**config.mk**
```make
export PLATFORM = sky130hd
export DESIGN_NAME = servo_angle_ramp
export DESIGN_NICKNAME = d
export VERILOG_FILES = /design/src/rtl/servo_angle_ramp.sv
export SDC_FILE = /design/constraint.sdc
export NUM_CORES = 1
export LEC_CHECK = 0
export CORE_MARGIN = 4
export CORE_UTILIZATION = 62
export DETAILED_ROUTE_END_ITERATION = 8
export PLACE_DENSITY_LB_ADDON = 0.08
export SYNTH_ARGS = -nofsm -noshare
export SYNTH_HDL_FRONTEND = slang
export SYNTH_SLANG_ARGS = --single-unit
```
**constraint.sdc**
```tcl
create_clock -name clk -period 11.2 [get_ports clk]
set_input_delay 2.24 -clock clk [delete_from_list [all_inputs] [get_ports clk]]
set_output_delay 2.24 -clock clk [all_outputs]
set_load 0.02 [all_outputs]
```
**src/rtl/servo_angle_ramp.sv**
```systemverilog
// rtl/servo_angle_ramp.sv - slew-rate-limited direction-to-angle servo stage
// Latches a target from pos_dir/neg_dir and walks angle toward it by STEP every tick.
module servo_angle_ramp #(
  parameter int W              = 8,
  parameter int POS_ANGLE      = 110,
  parameter int NEG_ANGLE      = 70,
  parameter int CENTER_ANGLE   = 90,
  parameter int STEP           = 2,
  parameter int STEP_DIV       = 50000,
  parameter int RECENTER_TICKS = 0
) (
  input  logic         clk,
  input  logic         rst,
  input  logic         pos_dir,
  input  logic         neg_dir,
  output logic [W-1:0] angle,
  output logic [W-1:0] target,
  output logic         moving,
  output logic         at_target
);

  localparam int CW = (STEP_DIV > 1) ? $clog2(STEP_DIV) : 1;
  localparam int IW = (RECENTER_TICKS > 0) ? $clog2(RECENTER_TICKS + 1) : 1;

  localparam logic [CW-1:0] TICK_LAST = CW'(STEP_DIV - 1);
  localparam logic [IW-1:0] RC_LAST   = IW'(RECENTER_TICKS);
  localparam logic [W:0]    STEP_W    = (W + 1)'(STEP);
  localparam logic [W-1:0]  POS_W     = W'(POS_ANGLE);
  localparam logic [W-1:0]  NEG_W     = W'(NEG_ANGLE);
  localparam logic [W-1:0]  CENTER_W  = W'(CENTER_ANGLE);

  typedef enum logic [1:0] {
    IDLE,
    RAMP_UP,
    RAMP_DOWN
  } ramp_state_e;

  ramp_state_e   state;
  logic [CW-1:0] tick_cnt_q, tick_cnt_d;
  logic [IW-1:0] idle_cnt_q, idle_cnt_d;
  logic [W-1:0]  angle_q, angle_d;
  logic [W-1:0]  target_q, target_d;
  logic          moving_q, moving_d;
  logic          at_target_q, at_target_d;
  logic          tick;
  logic          recenter_fire;
  logic [W:0]    diff;
  logic [W:0]    step_amt;

  always_comb begin
    tick       = (tick_cnt_q == TICK_LAST);
    tick_cnt_d = tick ? '0 : tick_cnt_q + CW'(1);

    if (angle_q < target_q) begin
      state = RAMP_UP;
    end else if (angle_q > target_q) begin
      state = RAMP_DOWN;
    end else begin
      state = IDLE;
    end

    // Distance is taken in W+1 bits so the clamp below can never wrap angle.
    diff = '0;
    case (state)
      RAMP_UP:   diff = {1'b0, target_q} - {1'b0, angle_q};
      RAMP_DOWN: diff = {1'b0, angle_q} - {1'b0, target_q};
      default:   diff = '0;
    endcase
    step_amt = (diff < STEP_W) ? diff : STEP_W;

    angle_d = angle_q;
    if (tick) begin
      case (state)
        RAMP_UP:   angle_d = W'({1'b0, angle_q} + step_amt);
        RAMP_DOWN: angle_d = W'({1'b0, angle_q} - step_amt);
        default:   angle_d = angle_q;
      endcase
    end

    recenter_fire = 1'b0;
    idle_cnt_d    = '0;
    if (RECENTER_TICKS > 0) begin
      if (pos_dir || neg_dir || (target_q == CENTER_W)) begin
        idle_cnt_d = '0;
      end else if (idle_cnt_q == RC_LAST) begin
        recenter_fire = 1'b1;
        idle_cnt_d    = '0;
      end else if (tick) begin
        idle_cnt_d = idle_cnt_q + IW'(1);
      end else begin
        idle_cnt_d = idle_cnt_q;
      end
    end

    target_d = target_q;
    if (pos_dir && !neg_dir) begin
      target_d = POS_W;
    end else if (neg_dir && !pos_dir) begin
      target_d = NEG_W;
    end else if (pos_dir && neg_dir) begin
      target_d = CENTER_W;
    end else if (recenter_fire) begin
      target_d = CENTER_W;
    end

    // Status lags the registered angle/target by one edge.
    moving_d    = (angle_q != target_q);
    at_target_d = !moving_d;
  end

  always_ff @(posedge clk) begin
    if (rst) begin
      tick_cnt_q  <= '0;
      idle_cnt_q  <= '0;
      angle_q     <= CENTER_W;
      target_q    <= CENTER_W;
      moving_q    <= 1'b0;
      at_target_q <= 1'b1;
    end else begin
      tick_cnt_q  <= tick_cnt_d;
      idle_cnt_q  <= idle_cnt_d;
      angle_q     <= angle_d;
      target_q    <= target_d;
      moving_q    <= moving_d;
      at_target_q <= at_target_d;
    end
  end

  assign angle     = angle_q;
  assign target    = target_q;
  assign moving    = moving_q;
  assign at_target = at_target_q;

endmodule

```
Word-level counts from Yosys, hierarchy flattened
Index checks and enable logic that the tools add are counted.
- flip-flop bits (word level): 30
- input bits: 4
- output and inout bits: 18
- word-level logic and storage cells: 38
- add/sub/neg operators: 5
- magnitude comparators: 3
- equality and inequality tests: 4
- mux-type cells: 8
- reductions and logical operators: 12
- operators by type and width (cell ; number):
    2-to-1 mux 6 bit ; 3
    one-hot mux 9 bit (2 select lines) ; 1
    adder 16 x 1 -> 16 bit (second input constant) ; 1
    == test 16 bit (second input constant) ; 1
    one-hot mux 8 bit (2 select lines) ; 1
    < comparator 9 x 2 -> 1 bit (second input constant) ; 1
    subtractor 7 x 8 -> 9 bit ; 1
    subtractor 8 x 7 -> 9 bit ; 1
    adder 8 bit ; 1
    > comparator 8 x 7 -> 1 bit ; 1
    < comparator 8 x 7 -> 1 bit ; 1
    2-to-1 mux 8 bit ; 1
    inequality test 8 x 7 -> 1 bit ; 1
    subtractor 8 bit ; 1
    2-to-1 mux 2 bit ; 2
    nonzero test 2 bit ; 2
    OR reduction 2 bit ; 2
    logical AND 1 bit ; 3
    logical NOT 1 bit ; 3
    nonzero test 3 bit ; 1
    == test 2 x 1 -> 1 bit (second input constant) ; 1
    == test 2 bit (second input constant) ; 1
    AND reduction 2 bit ; 1

Longest topological paths before layout
- word-level depth: 9
- gate-level depth with buffers: 18
- depth with buffers taken out: 18

Worst setup path after synthesis
OpenSTA, ideal clock, no wires.
- path type: reg-to-reg
- start point: reg angle_q[1], in the netlist angle[1]
- end point: reg angle_q[7], in the netlist angle[7]
- library setup time: 129 ps
- arrival: 4591 ps
- path slack: 6479 ps
- cell stages (with the launch flop): 17
- path buffers: 0
- clock period less this slack: 4721 ps
- cell sequence: dfxtp_1 > inv_1 > fa_1 > or3_1 > a221o_1 > a2111oi_4 > nand2_2 > a211o_1 > ha_1 > o22ai_1 > ha_1 > nor2b_1 > o2111a_1 > o31ai_1 > a311oi_1 > a41oi_1 > o211ai_1
- cells in the longest elaborated chain, start to end: 9
- elaborated cells between the ends (all ways): 16
- ends and longest elaborated chain (what ; line ; source):
    start, declared ; 41 ; logic [W-1:0] angle_q, angle_d;
    start signal, assigned ; 122 ; angle_q <= angle_d;
    > comparator 8 x 7 -> 1 bit ; 56 ; end else if (angle_q > target_q) begin
    2-to-1 mux 2 bit ; 56 ;
    2-to-1 mux 2 bit ; 54 ; if (angle_q < target_q) begin
    == test 2 bit or == test 2 x 1 -> 1 bit (tied branches) ; 64, 73 ;
    one-hot mux 9 bit (2 select lines) ; 64 ; case (state)
    < comparator 9 x 2 -> 1 bit ; 69 ; step_amt = (diff < STEP_W) ? diff : STEP_W;
    2-to-1 mux 8 bit ; 69 ;
    subtractor 8 bit or adder 8 bit (tied branches) ; 75, 74 ;
    one-hot mux 8 bit (2 select lines) ; 73 ; case (state)
Parallel ways exist; a longest one is shown, timed or not.
A chain may end at the register's enable or synchronous reset.

Worst setup path after layout
Ends and elaborated chain as after synthesis.

==> flow_metrics.env <==
export IMPL_internal_power_w=0.000192
export IMPL_min_to="tick_cnt_q[0]"
export IMPL_path_clk_slew_ns=0.06
export IMPL_fmax_ghz=0.197
export IMPL_grt_pass1_vias=1813
export IMPL_avgSynthCellArea_um2=8.33
export IMPL_grt_overflow=0
export IMPL_wl_per_cell_um=14.5
export IMPL_maxSlewHeadroom_pct=54.5
export IMPL_ctsResizeCount=0
export IMPL_cts_setup_buffers=0
export IMPL_crit_fanout=11
export IMPL_routed_via_density=5.78
export IMPL_p_sw_share_pct=33.8
export IMPL_clock_latency_ns=0.28
export IMPL_diodes=0
export IMPL_initial_core_util_pct=66.0
export IMPL_grt_total_usage_pct=23.4
export IMPL_io_pins=22
export IMPL_reg2reg_slack_ns=6.11
export IMPL_root_buffer="clkbuf_8"
export IMPL_synthArstFlopShare_pct=0
export IMPL_final_nets=318
export IMPL_cp_top_family="compound AO/OA/AOI/OAI gates"
export IMPL_hp_class="flop to flop"
export IMPL_synth_seq_cells=30
export IMPL_worst_slew_pin_slew_ns=0.680
export IMPL_clockBufferDepth=2
export IMPL_fin_crit_ns=5.09
export IMPL_vdd_drop_max_mv=0.0823
export IMPL_clock_sink_count=30
export IMPL_ys_flop_type="dfxtp_1"
export IMPL_combPwrFrac_pct=33.3
export IMPL_path_cells="inv_1 -> fa_1 -> nand2b_1 -> a21oi_1 -> o21ai_0 -> a311oi_1 -> nand2_1 -> a211o_1 -> ha_1 -> o22ai_1 -> ha_1 -> nor2b_1 -> o2111a_1 -> o31ai_1 -> a311oi_1 -> a41oi_1 -> o211ai_1"
export IMPL_cp_slowest_cell="dfxtp_1"
export IMPL_drc_errors=0
export IMPL_routed_wl_um=4860
export IMPL_fin_tns_setup_ns=0
export IMPL_critical_path_class="flop to flop"
export IMPL_r2r_start="angle[1]"
export IMPL_dieArea_um2=4700
export IMPL_drtIter0Drc=179
export IMPL_cts_buffers_inserted=5
export IMPL_gp_congestion=0.861
export IMPL_p_total_w=0.000291
export IMPL_cp_num_buf_inv=1
export IMPL_ys_seq_area_share_pct=26.4
export IMPL_yosys_warnings=0
export IMPL_fp_dieH_um=68.6
export IMPL_holdPathStages=1
export IMPL_rr_worst_depth=17
export IMPL_worstSetupStartpointType="flop"
export IMPL_syn_inst=273
export IMPL_power_leakage_nw=1.05
export IMPL_core_area_um2=3440
export IMPL_end_kind="flop"
export IMPL_portBuffers=17
export IMPL_cp_arrival_ns=5.24
export IMPL_rows=21
export IMPL_finalCritPeriodShare_pct=45.4
export IMPL_ant_nets=0
export IMPL_grt_pass1_wl_um=8200
export IMPL_synth_edff_count=0
export IMPL_r2r_end="angle[7]"
export IMPL_seqPwrFrac_pct=38.4
export IMPL_grt_setup_unrepaired="no"
export IMPL_die_w_um=68.6
export IMPL_finalHoldViolations=0
export IMPL_synth_cell_area_um2=2270
export IMPL_clkPwrFrac_pct=28.3
export IMPL_yosys_cell_types_count=52
export IMPL_cts_hold_buf=0
export IMPL_grt_max_degree=18
export IMPL_setup_viol=0
export IMPL_p_sw_w=0.0000983
export IMPL_p_per_area_nw_per_um2=115
export IMPL_cap_violations=0
export IMPL_crit_required_ns=11.36
export IMPL_cts_max_level=2
export IMPL_fillers=283
export IMPL_routed_via_count=1929
export IMPL_status="completed"
export IMPL_syn_to_final_growth_pct=10.8
export IMPL_antenna_found_initial=0
export IMPL_slew_violations=0
export IMPL_hpwl_um=3690
export IMPL_cts_tree="yes"
export IMPL_clock_skew_ns=0.00783
export IMPL_first_pass_iters=4
export IMPL_hold_path_startpoint="tick_cnt_q[0]"
export IMPL_slowest_delay_ns=0.57
export IMPL_drive_gt1_share_pct=6.60
synthesized netlist by cell type (2+ instances only):
cell / n / area [um2]
nor2_1: 40 / 150
dfxtp_1: 30 / 601
ha_1: 24 / 300
inv_1: 18 / 67.6
nand2_1: 15 / 56.3
xor2_1: 13 / 114
a21oi_1: 10 / 50.1
nand3_1: 9 / 45.0
nand2b_1: 7 / 43.8
xnor2_1: 7 / 61.3
a211oi_1: 6 / 45.0
o21ai_0: 6 / 30.0
a211o_1: 5 / 43.8
mux2i_1: 5 / 50.1
or2_2: 5 / 31.3
buf_4: 4 / 30.0
nand3b_1: 4 / 30.0
nand4_1: 4 / 25.0
o21ai_1: 4 / 20.0
o31ai_1: 4 / 30.0
or3_1: 4 / 25.0
a21o_1: 3 / 22.5
and3_1: 3 / 18.8
buf_2: 3 / 15.0
clkbuf_1: 3 / 11.3
o21bai_1: 3 / 22.5
a311oi_1: 2 / 17.5
a41oi_1: 2 / 17.5
and2_1: 2 / 12.5
conb_1: 2 / 7.51
fa_1: 2 / 40.0
nor2b_1: 2 / 12.5
nor3_1: 2 / 10.0
o2111a_1: 2 / 22.5
worst reg2reg max path: stages (launching register included):
cell and delay [ns]:
dfxtp_1 0.57, inv_1 0.12, fa_1 0.52, nand2b_1 0.24, a21oi_1 0.33, o21ai_0 0.15, a311oi_1 0.41, nand2_1 0.16
a211o_1 0.32, ha_1 0.26, o22ai_1 0.26, ha_1 0.28, nor2b_1 0.14, o2111a_1 0.24, o31ai_1 0.48, a311oi_1 0.17
a41oi_1 0.19, o211ai_1 0.11
flip-flops by register name, summed over array words and instances, names as in the netlist:
signal      flops
tick_cnt_q     16
target          4
at_target       1
moving          1
angle           8
logic make-up (layout without fill, tap and decap cells):
logic type                 after synthesis  count (layout)  share of synthesized area (%)
other                                    2               4                          0.330
xor gates and xnor gates                20              20                           7.71
AOI/OAI and AO/OA                       58              58                           19.5
buffers and inverters                   29              42                           5.94
DFF                                     30              30                           26.4
muxes                                    5               5                           2.20
adders and majority gates               26              26                           15.0
and+or+nand+nor                        103             103                           22.9
layout make-up:
class                      count  area, um2  share of cell area (%)
clock buffer                   5       68.8                    2.73
clock inverter                 2       10.0                   0.397
timing repair buffer          17        170                    6.75
multi-input combinational    216       1550                    61.3
inverter                      18       67.6                    2.68
sequential                    30        601                    23.8
tap                           46       57.6                    2.28
worst max-delay path by stage:
stage	depth (start not counted)	startpoint	end	slack [ns]
5_1_grt	17	angle[1]	angle[7]	5.81
2_1_floorplan	16	angle[1]	angle[7]	6.48
6_report	17	angle[1]	angle[7]	6.11
3_3_place_gp	16	angle[1]	angle[7]	6.38
3_5_place_dp	17	angle[1]	angle[7]	6.21
4_1_cts	17	angle[1]	angle[7]	6.18
per-layer routing:
| metal | vias to the layer above | routed length, um | global-route usage, % | share of wire [%] |
|---|---|---|---|---|
| met5 | - | 0 | 0 | 0 |
| met4 | 0 | 24 | 8.44 | 0.49 |
| met3 | 2 | 187 | 4.70 | 3.9 |
| met2 | 36 | 2140 | 35.5 | 44 |
| met1 | 913 | 2510 | 32.7 | 52 |
| li1 | 978 | - | - | - |
per-stage QoR:
stage,setup slack (ns),util [%],area (um2),hold slack (ns),instances
final,6.11,73.2,2520,0.447,334
after global routing,5.81,73.2,2520,0.460,334
after CTS,6.18,73.2,2520,0.450,334
after detailed placement,6.21,70.9,2440,0.438,327
after global placement,6.38,70.9,2440,0.429,327
after floorplan,6.48,-,2280,0.413,275
cell usage in the layout (no fill, tap or decap), types with 3 or more instances in the layout:
cell type        count
nand2b_1             7
xnor2_1              7
conb_1               4
nor2_1              40
mux2i_1              5
nand2_1             15
a211oi_1             6
and3_1               3
a21oi_1             10
dfxtp_1             30
clkdlybuf4s50_1     17
o31ai_1              4
clkbuf_8             5
nand3_1              9
nand3b_1             4
o21bai_1             3
a211o_1              5
a21o_1               3
nand4_1              4
inv_1               18
o21ai_0              6
or2_2                5
xor2_1              13
o21ai_1              4
or3_1                4
ha_1                24
power by group through the flow:
stage,clock network [W],logic [W],registers [W]
3_3_place_gp,0,0.0000931,0.000114
5_1_grt,0.0000893,0.000107,0.000112
2_1_floorplan,0,0.0000743,0.000116
3_5_place_dp,0,0.0000946,0.000114
6_report,0.0000824,0.0000967,0.000112
4_1_cts,0.0000840,0.0000957,0.000112
Power figures use the tool's default switching activity.
